--- src/rtl/npu_bram_pkg.sv ---
// Shared types and constants for the NPU BRAM buffer and its stream reader.
package npu_bram_pkg;

  localparam int BIT_DEPTH_DEF  = 8;
  localparam int ADDR_WIDTH_DEF = 10;
  localparam int DEPTH_DEF      = 784;

  localparam int RD_LATENCY = 1;
  localparam int SKID_DEPTH = 2;

  typedef enum logic [1:0] {
    IDLE   = 2'd0,
    READ   = 2'd1,
    DRAIN  = 2'd2,
    FINISH = 2'd3
  } rd_state_e;

endpackage

--- src/rtl/bram_reader_skid.sv ---
// Two-entry FIFO holding {last, data} beats between the BRAM read port and the stream output.
module bram_reader_skid
  import npu_bram_pkg::*;
#(
  parameter int W = 9
) (
  input  logic         clk,
  input  logic         rst,
  input  logic         push,
  input  logic [W-1:0] push_data,
  input  logic         pop,
  output logic [W-1:0] head,
  output logic [1:0]   count,
  output logic         empty,
  output logic         full
);

  logic [W-1:0] mem [SKID_DEPTH];
  logic         wr_ptr;
  logic         rd_ptr;
  logic         do_push;
  logic         do_pop;

  assign empty   = (count == 2'd0);
  assign full    = (count == 2'd2);
  assign do_push = push && !full;
  assign do_pop  = pop && !empty;
  assign head    = mem[rd_ptr];

  always_ff @(posedge clk or posedge rst) begin
    if (rst) begin
      mem[0] <= '0;
      mem[1] <= '0;
      wr_ptr <= 1'b0;
      rd_ptr <= 1'b0;
      count  <= 2'd0;
    end else begin
      if (do_push) begin
        mem[wr_ptr] <= push_data;
        wr_ptr      <= ~wr_ptr;
      end
      if (do_pop) rd_ptr <= ~rd_ptr;
      // Simultaneous push and pop leaves the occupancy unchanged.
      case ({do_push, do_pop})
        2'b10:   count <= count + 2'd1;
        2'b01:   count <= count - 2'd1;
        default: count <= count;
      endcase
    end
  end

endmodule

--- src/rtl/bram_stream_reader.sv ---
// Sweeps a BRAM address range and presents the words as a valid/ready stream.
// Optional stall counter output enabled by defining BRAM_READER_STALL_CNT_EN.
//
// state  | meaning
// IDLE   | waiting for start
// READ   | issuing BRAM reads, throttled by skid occupancy
// DRAIN  | all reads issued, waiting for in-flight data and skid to empty
// FINISH | one-cycle done pulse, busy low
module bram_stream_reader
  import npu_bram_pkg::*;
#(
  parameter int BIT_DEPTH  = BIT_DEPTH_DEF,
  parameter int ADDR_WIDTH = ADDR_WIDTH_DEF,
  parameter int DEPTH      = DEPTH_DEF
) (
  input  logic                  clk,
  input  logic                  rst,
  input  logic                  start,
  input  logic [ADDR_WIDTH-1:0] base_addr,
  input  logic [ADDR_WIDTH:0]   length,
  output logic                  busy,
  output logic                  done,
  output logic                  rd_en,
  output logic [ADDR_WIDTH-1:0] rd_addr,
  input  logic [BIT_DEPTH-1:0]  rd_data,
  output logic                  m_valid,
  input  logic                  m_ready,
  output logic [BIT_DEPTH-1:0]  m_data,
  output logic                  m_last
`ifdef BRAM_READER_STALL_CNT_EN
  ,
  output logic [15:0]           stall_cnt
`endif
);

  localparam logic [ADDR_WIDTH:0]   DEPTH_L = (ADDR_WIDTH + 1)'(DEPTH);
  localparam logic [ADDR_WIDTH:0]   ONE_L   = (ADDR_WIDTH + 1)'(1);
  localparam logic [ADDR_WIDTH-1:0] LAST_A  = ADDR_WIDTH'(DEPTH - 1);

  rd_state_e             state, state_nxt;
  logic [ADDR_WIDTH:0]   len_sat;
  logic [ADDR_WIDTH:0]   issue_left;
  logic [ADDR_WIDTH:0]   push_left;
  logic                  inflight;
  logic                  start_ok;
  logic                  pop;
  logic                  room;
  logic [1:0]            fifo_count;
  logic                  fifo_empty;
  logic                  fifo_full;
  logic [BIT_DEPTH:0]    fifo_head;

  assign len_sat  = (length > DEPTH_L) ? DEPTH_L : length;
  assign start_ok = (state == IDLE) && start;
  assign pop      = m_valid && m_ready;
  // Fewer than two words held or in flight: count 0, or count 1 with nothing in flight.
  assign room     = fifo_empty || (!fifo_full && !inflight);

  always_ff @(posedge clk or posedge rst) begin
    if (rst) state <= IDLE;
    else     state <= state_nxt;
  end

  always_comb begin
    state_nxt = state;
    rd_en     = 1'b0;
    case (state)
      IDLE: begin
        if (start) state_nxt = (length == '0) ? FINISH : READ;
      end
      READ: begin
        rd_en = room || pop;
        if (rd_en && issue_left == ONE_L) state_nxt = DRAIN;
      end
      DRAIN: begin
        if (fifo_count == 2'd0 && !inflight) state_nxt = FINISH;
      end
      FINISH: state_nxt = IDLE;
      default: state_nxt = IDLE;
    endcase
  end

  always_ff @(posedge clk or posedge rst) begin
    if (rst) begin
      rd_addr    <= '0;
      issue_left <= '0;
      push_left  <= '0;
      inflight   <= 1'b0;
    end else begin
      inflight <= rd_en;
      if (start_ok) begin
        rd_addr    <= base_addr;
        issue_left <= len_sat;
        push_left  <= len_sat;
      end else begin
        if (rd_en) begin
          rd_addr    <= (rd_addr == LAST_A) ? '0 : rd_addr + 1'b1;
          issue_left <= issue_left - ONE_L;
        end
        if (inflight) push_left <= push_left - ONE_L;
      end
    end
  end

  bram_reader_skid #(
    .W (BIT_DEPTH + 1)
  ) u_skid (
    .clk       (clk),
    .rst       (rst),
    .push      (inflight),
    .push_data ({(push_left == ONE_L), rd_data}),
    .pop       (pop),
    .head      (fifo_head),
    .count     (fifo_count),
    .empty     (fifo_empty),
    .full      (fifo_full)
  );

  assign m_valid = !fifo_empty;
  assign m_data  = fifo_head[BIT_DEPTH-1:0];
  assign m_last  = fifo_head[BIT_DEPTH];
  assign busy    = (state == READ) || (state == DRAIN);
  assign done    = (state == FINISH);

`ifdef BRAM_READER_STALL_CNT_EN
  always_ff @(posedge clk or posedge rst) begin
    if (rst)                                               stall_cnt <= '0;
    else if (start_ok)                                     stall_cnt <= '0;
    else if (m_valid && !m_ready && stall_cnt != 16'hFFFF) stall_cnt <= stall_cnt + 16'd1;
  end
`endif

endmodule

--- config.mk ---
export PLATFORM = sky130hd
export DESIGN_NAME = bram_stream_reader
export DESIGN_NICKNAME = d
export VERILOG_FILES = /design/src/rtl/npu_bram_pkg.sv /design/src/rtl/bram_reader_skid.sv /design/src/rtl/bram_stream_reader.sv
export SDC_FILE = /design/constraint.sdc
export NUM_CORES = 1
export LEC_CHECK = 0
export ABC_AREA = 0
export CORE_AREA = 2 2 98 77
export CTS_CLUSTER_DIAMETER = 60
export DETAILED_ROUTE_END_ITERATION = 10
export DIE_AREA = 0 0 100 79
export PLACE_DENSITY_LB_ADDON = 0.12
export SLEW_MARGIN = 10
export SYNTH_ARGS = -nofsm -noshare
export SYNTH_HDL_FRONTEND = slang
export SYNTH_SLANG_ARGS = --single-unit
--- constraint.sdc ---
create_clock -name clk -period 1.8 [get_ports clk]
set_input_delay 0.36 -clock clk [delete_from_list [all_inputs] [get_ports clk]]
set_output_delay 0.36 -clock clk [all_outputs]
set_load 0.05 [all_outputs]
; Word level (Yosys, flattened, before mapping)
; Cells that the tools add are included.
[word_totals]
input_bits = 33
word_cells = 77
out_inout_bits = 23
ff_bits = 57
[op_classes]
bitwise_logic = 4
order_cmp = 4
addsub = 5
eq_ne = 12
n_mux = 21
reduce_logical = 21
[ops]
columns = cell, n
row1 = two-way mux 11 bit, 5
row2 = two-way mux 9 bit, 4
row3 = two-way mux 10 bit, 3
row4 = equality test 11 x 1 -> 1 bit (second input constant), 2
row5 = subtractor 11 x 1 -> 11 bit (second input constant), 2
row6 = bitwise mux 18 bit, 1
row7 = > comparator 11 x 10 -> 1 bit (second input constant), 1
row8 = zero test 11 bit, 1
row9 = adder 10 x 1 -> 10 bit (second input constant), 1
row10 = equality test 10 bit (second input constant), 1
row11 = demux 9 bit (select 1 bit), 1
row12 = equality test 2 bit (second input constant), 4
row13 = logical AND 1 bit, 8
row14 = two-way mux 2 bit, 4
row15 = one-hot mux 2 bit (4 select lines), 1
row16 = inequality test 2 bit (second input constant), 3
row17 = nonzero test 2 bit, 3
row18 = equality test 2 x 1 -> 1 bit (second input constant), 2
row19 = greater-or-equal comparator 2 bit (second input constant), 2
row20 = zero test 2 bit, 2
row21 = NOT 1 -> 2 bit, 2
row22 = one-hot mux 2 bit (2 select lines), 1
row23 = zero test 1 bit, 3
row24 = logical OR 1 bit, 3
row25 = 6 further kinds, 7

; Longest topological paths before layout
; Gate-level depths: netlist of the first run.
[depth]
ltp_word = 8
depth_mapped = 7
depth_no_buf = 6

; By module
; A second synthesis of the first run with hierarchy kept.
[hier_totals]
cells_unflattened = 314
area_unflattened_um2 = 3226.8
[by_module_without_submodules]
columns = mod, area_each_um2, seq_area_each_um2, instances, cells_per_inst
row1 = bram_stream_reader, 2200.9, 875.8, 1, 248
row2 = bram_reader_skid, 1026.0, 550.5, 1, 66

; Worst setup path after synthesis of the first run
; No wires, ideal clock.
[synth_path]
path_type = register to register
from = register rd_addr[0]
to = register rd_addr[0]
t_required_ns = 1.711
synth_period_minus_slack_ns = 1.928
setup_ns = 0.089
path_stages_with_launch = 7
n_path_buf = 1
arrival_time_ns = 1.839
slack_ns = -0.128
cell_sequence = dfrtp_1 -> ha_1 -> and3_1 -> clkbuf_1 -> a31oi_1 -> nand2_1 -> o211ai_1
[synth_between]
elab_chain_cells = 4
word_cells_on_any_way = 5
classes_between = 1 x add/sub / 1 x eq/ne / 3 x mux
[synth_lines]
columns = element, line
row1 = "start, declared", bram_stream_reader.sv:24  ; output logic [ADDR_WIDTH-1:0] rd_addr,
row2 = "start signal, assigned", bram_stream_reader.sv:92  ; rd_addr <= base_addr;
row3 = "start signal, assigned", bram_stream_reader.sv:97  ; rd_addr <= (rd_addr == LAST_A) ? '0 : rd_addr + 1'b1;
row4 = adder 10 x 1 -> 10 bit or equality test 10 bit (tied branches), bram_stream_reader.sv:97
row5 = two-way mux 10 bit *, bram_stream_reader.sv:97
row6 = two-way mux 10 bit *, bram_stream_reader.sv:96  ; if (rd_en) begin
row7 = two-way mux 10 bit *, bram_stream_reader.sv:91  ; if (start_ok) begin
; Every way passes the cells marked *; elsewhere a longest branch is shown, timed or not. The select of a mux whose other input is x is not followed.
; A chain may end at the register's enable or synchronous reset.

; Worst setup path after layout of the first run
[layout_path]
from = input port m_ready
to = output port rd_en
[layout_between]
elab_chain_cells = 3
[layout_lines]
columns = element, line
row1 = "start, declared", bram_stream_reader.sv:27  ; input logic m_ready,
row2 = logical AND 1 bit, bram_stream_reader.sv:55  ; assign pop = m_valid && m_ready;
row3 = logical OR 1 bit, bram_stream_reader.sv:72  ; rd_en = room || pop;
row4 = two-way mux 1 bit, bram_stream_reader.sv:67  ; case (state)
row5 = "end, declared", bram_stream_reader.sv:23  ; output logic rd_en,
; No other way between the ends.

==> results of run 1 <==
cell families after synthesis:
family | count (synthesis) | synth area share [%]
compound gates | 75 | 16.8
simple gates | 107 | 17.8
xor+xnor | 13 | 3.51
mux | 28 | 9.98
flops | 57 | 43.9
buf+inv | 29 | 3.74
fa+ha+maj | 11 | 4.24
cell type report:
| type | count | share of cell area, % |
|---|---|---|
| Tap cell | 87 | 2.36 |
| Inverter | 16 | 1.41 |
| Clock inverter | 6 | 1.46 |
| Timing Repair Buffer | 121 | 22.7 |
| Multi-Input combinational cell | 234 | 38.1 |
| Sequential cell | 57 | 31.0 |
| Clock buffer | 10 | 2.98 |
sequential cells by signal (all words and copies together) (netlist names):
signal and count:
u_skid.mem 18, issue_left 11, push_left 11, rd_addr 10, state 2, u_skid.count 2
inflight 1, u_skid.rd_ptr 1, u_skid.wr_ptr 1
per-stage QoR:
stage               hold WS [ns]  utilization, %  setup TNS, ns  power (mW)  cell area (um2)
floorplan                  0.444               -         -0.169        5.71             3250
global placement           0.460            60.6         -0.923        7.46             4260
detailed placement         0.471            60.6          -1.32        7.52             4260
CTS                        0.399            64.3        -0.0543        8.95             4520
global route               0.420            65.7         -0.208        9.73             4620
finish                     0.373            65.7       -0.00359        9.15             4620
cells in the final DEF (no fill, tap or decap), types with 3 or more instances in the layout:
master           Yosys  routed
inv_2                1       3
clkinv_4             0       3
clkbuf_8             0      10
buf_4                0      83
nor2b_1              4       4
xnor2_1              4       4
nand3_1             21      21
or3_1                3       3
nor4_1               7       6
inv_1               15      12
a21oi_1             12      11
o211ai_1             6       6
nor2_1              14      13
dfrtp_2              0       5
o22a_1               5       5
mux2_2              25      25
a41oi_1              4       4
dfrtp_1             57      52
clkdlybuf4s50_1      0      32
o21ai_0             11      11
buf_12               0       4
nand4_1              6       6
ha_1                11       9
xor2_1               9       9
and3_1               6       6
nor3_1               9       9
a22oi_1              4       4
nand2_1             21      20
a31oi_1              8       7
timing repair:
item                                    in CTS  in global routing
hold endpoints to repair                     0                  0
endpoints found under the setup margin      11                 38
buffers inserted                             4                  7
gates resized for setup                      9                 16
pin swaps                                    1                  6
power groups by stage:
stage / registers (mW) / clock network, mW / logic [mW]
finish: 2.41 / 1.22 / 5.52
global route: 2.50 / 1.32 / 5.91
CTS: 2.43 / 1.26 / 5.26
detailed placement: 2.44 / 0 / 5.08
global placement: 2.42 / 0 / 5.03
floorplan: 2.70 / 0 / 3.02
per-layer routing:
layer	global-route usage [%]	vias up	routed length, um
met5	0	-	0
met4	4.66	0	65
met3	5.90	9	574
met2	33.7	101	3860
met1	33.7	1448	4080
li1	-	1446	-
path summary, 6_finish.rpt:
| path | cells past startpoint | slack, ns | start | to |
|---|---|---|---|---|
| worst max-delay path | 4 | -0.004 | m_ready | rd_en |
| worst min-delay path | 3 | 0.37 | rst | rd_addr[9]$_DFFE_PP0P_ |
| worst max register to register | 4 | 0.03 | issue_left[2]$_DFFE_PP0P_ | issue_left[8]$_DFFE_PP0P_ |
| worst min register to register | 2 | 0.48 | u_skid.mem[8]$_DFFE_PP0P_ | u_skid.mem[8]$_DFFE_PP0P_ |
| max in group asynchronous | 3 | 1.12 | rst | issue_left[2]$_DFFE_PP0P_ |
| min in group clk | 2 | 0.48 | u_skid.mem[8]$_DFFE_PP0P_ | u_skid.mem[8]$_DFFE_PP0P_ |
worst max-delay path: stages:
cell	delay, ns
clkdlybuf4s50_1	0.57
o21ai_4	0.26
clkinv_4	0.09
buf_8	0.15
==> flow_summary.json, run 1 <==
{
  "outcome": "finished with violations",
  "violations": "negative setup slack",
  "cts_made_buffers": 9,
  "rsz0062_at_grt": "yes",
  "ff_latch_area_um2": 1430,
  "seqPwrFrac_pct": 26.4,
  "p_leak_nw": 2.04,
  "cell_internal_pwr_mw": 5.04,
  "viasPerCell": 5.66,
  "async_flop_share_pct": 100,
  "clock_path_buffers": 2,
  "period_needed_ns": 1.80,
  "ir_drop_v": 0.00171,
  "skew_ns": 0.00922,
  "synth_cell_types": 58,
  "nets": 483,
  "drt_iter0_drc": 151,
  "fp.dieH_um": 79,
  "final_cells": 531,
  "routedWlPerCell_um": 16.2,
  "period_share_pct": 100,
  "hold_path_class": "input port to asynchronous set/reset pin",
  "n_fill_cell": 562,
  "synth-seq-cells": 57,
  "wl_mm": 8.58,
  "dpl.hpwl_mm": 6.21,
  "clk_pin_slew_ns": 0.07,
  "area_delta_synth_final_pct": 42.3,
  "grtUsageTotal_pct": 22.7,
  "clk_latency_ns": 0.34,
  "dp.cells": 504,
  "dpl_worst_slack_ns": -0.170,
  "cts.sinks": 57,
  "ant_nets": 0,
  "row_count": 27,
  "start_kind": "input port",
  "p_comb_share_pct": 60.3,
  "worst-setup-path-type": "input port to primary output",
  "cp.required_ns": 1.44,
  "final_critical_path_setup_slack_ns": -0.00359,
  "yosysMostFrequentCell": "dfrtp_1",
  "grt_start_max_net_pins": 58,
  "synth.area.top_cells": "dfrtp_1, mux2_2, ha_1, nand3_1, nand2_1",
  "max_freq_mhz": 554,
  "netlist.area_leader.share_pct": 43.9,
  "io_pins": 56,
  "synthTopCellsByCount": "dfrtp_1, mux2_2, nand2_1, nand3_1, inv_1",
  "antenna_found_initial": 0,
  "start_util_pct": 46.2,
  "grt_pass1_wl_mm": 13.9,
  "port-buffer-count": 55,
  "coreArea_um2": 7030,
  "route.detailed.drc": 0,
  "synth_edf_count": 0,
  "maxCapViolations": 0,
  "clkPwrFrac_pct": 13.4,
  "die_w_um": 100,
  "drt_first_pass_iters": 4,
  "vias": 3004,
  "syn_inst": 320,
  "finalWeightedCongestion": 0.942,
  "yosysTopAreaCell": "dfrtp_1",
  "syn_avg_cell_area_um2": 10.1,
  "worstSetupEndpointType": "primary output",
  "worst_pin_slew_ns": 0.495,
  "cp.arrival_ns": 1.44,
  "power.switching_mw": 4.11,
  "synth_fp_nets": 364,
  "hold_viol_final": 0,
  "ys_seq_area_share_pct": 43.9,
  "slew_headroom_pct": 66.7,
  "critPathMaxFanout": 4,
  "grt_pass1_vias": 2793,
  "multiInputGateArea_um2": 1760,
  "final_max_slew_viol_count": 0,
  "cts_tree": "built",
  "synth_ff_type": "dfrtp_1",
  "power.density_nw_per_um2": 1980,
  "setup_viol": 1,
  "cts_max_level": 3,
  "root_buffer": "clkbuf_8",
  "grt_overflow": 0,
  "die_area_um2": 7900,
  "synth_area_um2": 3250,
  "antennaDiodeCount": 0,
  "yosys_warnings": 0,
  "drive_gt1_share_pct": 35.4,
  "ctsHoldBuffers": 0,
  "sw_frac_of_total_pct": 44.9
}
Note: power is estimated with default switching activity, not from simulation.
==> run 2, diff against run 1 <==
==> constraint.sdc (replaced) <==
create_clock -name clk -period 1.5 [get_ports clk]
set_input_delay 0.3 -clock clk [delete_from_list [all_inputs] [get_ports clk]]
set_output_delay 0.3 -clock clk [all_outputs]
set_load 0.05 [all_outputs]
==> flow_summary.json, run 2 (synthesis gave the netlist of run 1 again) <==
{
  "ff_latch_area_um2": 1440,
  "start_kind": "register",
  "clock_path_buffers": 2,
  "cp_cell_sequence": "buf_6 > or2_4 > buf_6 > and2_4 > ha_4 > xnor2_2 > nor2_2 > xor2_1",
  "cts_made_buffers": 9,
  "path_delay_family": "simple AND/OR/NAND/NOR gates",
  "multiInputGateArea_um2": 2120,
  "io_pins": 56,
  "final_max_slew_viol_count": 0,
  "p_leak_nw": 2.45,
  "final_cell_mix": "buf_4, dfrtp_1, clkdlybuf4s50_1",
  "cell_internal_pwr_mw": 7.90,
  "violations": "negative setup slack",
  "start_util_pct": 46.2,
  "holdWs_ns": 0.220,
  "r2r-start": "u_skid.count[1]$_DFFE_PP0P_",
  "clkPwrFrac_pct": 11.9,
  "critPathBufInv": 2,
  "largest_reg_flops": 18,
  "cp.arrival_ns": 2.01,
  "root_buffer": "clkbuf_8",
  "critPathMaxFanout": 3,
  "worstSetupPathDepth": 8,
  "setup_viol": 37,
  "die_w_um": 100,
  "drt_first_pass_iters": 4,
  "period_share_pct": 116,
  "period_needed_ns": 1.74,
  "r2r_setup_slack_ns": -0.24,
  "slew_headroom_pct": 61.8,
  "routedWlPerCell_um": 18.6,
  "wl_mm": 10.6,
  "route.detailed.drc": 0,
  "layout_commonest_cell": "buf_4",
  "area_delta_synth_final_pct": 73.3,
  "worst-setup-path-type": "register to register",
  "p_comb_share_pct": 66.3,
  "dpl.hpwl_mm": 6.76,
  "drt_iter0_drc": 177,
  "crit_path_top_delay_cell": "dfrtp_1",
  "worst_pin_slew_ns": 0.568,
  "hold_viol_final": 0,
  "cts_max_level": 3,
  "antenna_found_initial": 0,
  "antennaDiodeCount": 0,
  "final_critical_path_setup_slack_ns": -0.245,
  "globalRouteMet1Util_pct": 38.4,
  "crit_path_frequent_cell": "buf_6",
  "sw_frac_of_total_pct": 42.6,
  "finalWeightedCongestion": 0.923,
  "met3_usage_pct": 6.16,
  "cts_tree": "built",
  "grtUsageTotal_pct": 26.4,
  "rsz0062_at_grt": "yes",
  "dpl_worst_slack_ns": -0.356,
  "fp.dieH_um": 79,
  "cts.sinks": 57,
  "grt_start_max_net_pins": 27,
  "outcome": "finished with violations",
  "reg.largest.list": "u_skid.mem: 18 flops, issue_left: 11 flops, push_left: 11 flops",
  "hold_path_class": "input port to asynchronous set/reset pin",
  "row_count": 27,
  "nets": 523,
  "coreArea_um2": 7030,
  "grt_pass1_vias": 3236,
  "n_fill_cell": 421,
  "cp.required_ns": 1.76,
  "power.density_nw_per_um2": 2450,
  "skew_ns": 0.0112,
  "use_met2_pct": 39.2,
  "ir_drop_v": 0.00151,
  "die_area_um2": 7900,
  "r2r-end": "u_skid.count[1]$_DFFE_PP0P_",
  "worstSetupEndpointType": "register",
  "worst_r2r_path_depth": 8,
  "maxCapViolations": 0,
  "port-buffer-count": 55,
  "busiest_layer": "met2",
  "clk_latency_ns": 0.35,
  "max_stage_delay_ns": 0.43,
  "grt_pass1_wl_mm": 16.0,
  "max_freq_mhz": 573,
  "ant_nets": 0,
  "regMostFlops": "u_skid.mem",
  "viasPerCell": 5.70,
  "seqPwrFrac_pct": 21.8,
  "power.switching_mw": 5.86,
  "ctsHoldBuffers": 0,
  "vias": 3256,
  "grt_overflow": 0,
  "drive_gt1_share_pct": 49.8,
  "clk_pin_slew_ns": 0.07
}
==> run 2: changes by cell type in the layout (fill, tap and decap cells not counted), moves of 5 or more <==
cell / delta
ha_4: +5
mux2_4: +7
buf_4: -7
buf_8: +7
buf_12: +12
mux2_2: -7
buf_6: +24
==> run 2: how the worst max path moves through the flow <==
stage                                            from                          end
final                     u_skid.count[1]$_DFFE_PP0P_  u_skid.count[1]$_DFFE_PP0P_
after global routing        issue_left[5]$_DFFE_PP0P_         state[0]$_DFFE_PP0P_
after CTS                 u_skid.count[0]$_DFFE_PP0P_                        rd_en
after detailed placement                      m_ready       rd_addr[6]$_DFFE_PP0P_
after global placement                        m_ready  u_skid.count[1]$_DFFE_PP0P_
after floorplan                rd_addr[0]$_DFFE_PP0P_       rd_addr[6]$_DFFE_PP0P_
==> run 2: area by class of cell <==
cell class	count	share of cell area [%]
multi-input combinational	236	37.7
timing repair buffer	159	29.6
sequential	57	25.5
clock buffer	9	2.20
tap	87	1.94
clock inverter	7	1.82
inverter	16	1.22
==> run 2: power groups by stage <==
stage / registers [mW] / clock network [mW] / logic [mW]
floorplan: 3.29 / 0 / 3.82
global placement: 2.92 / 0 / 7.06
detailed placement: 2.95 / 0 / 7.17
CTS: 2.92 / 1.67 / 7.99
global route: 3.09 / 1.73 / 9.65
finish: 3.00 / 1.64 / 9.11
==> run 2: what timing repair did <==
item / in CTS / in global routing
pin swaps: 10 / 28
gates resized for setup: 38 / 77
gates cloned: 1 / 3
endpoints found under the setup margin: 40 / 63
setup buffers: 15 / 5
==> run 2: per-layer routing <==
metal | vias to the layer above | part of all wire [%] | routed length (um)
met5 | - | 0 | 0
met4 | 0 | 1.8 | 189
met3 | 18 | 6.5 | 689
met2 | 111 | 46 | 4900
met1 | 1596 | 46 | 4830
li1 | 1531 | - | -
==> run 2: through the flow <==
step | std cells | power, mW | TNS [ns] | utilization, % | area, um2
after floorplan | 320 | 7.10 | -0.961 | - | 3380
after global placement | 531 | 9.98 | -8.43 | 67.0 | 4700
after detailed placement | 531 | 10.1 | -8.81 | 67.0 | 4700
after CTS | 563 | 12.6 | -3.89 | 74.1 | 5210
after global routing | 571 | 14.5 | -6.91 | 80.1 | 5630
final | 571 | 13.8 | -4.71 | 80.1 | 5630
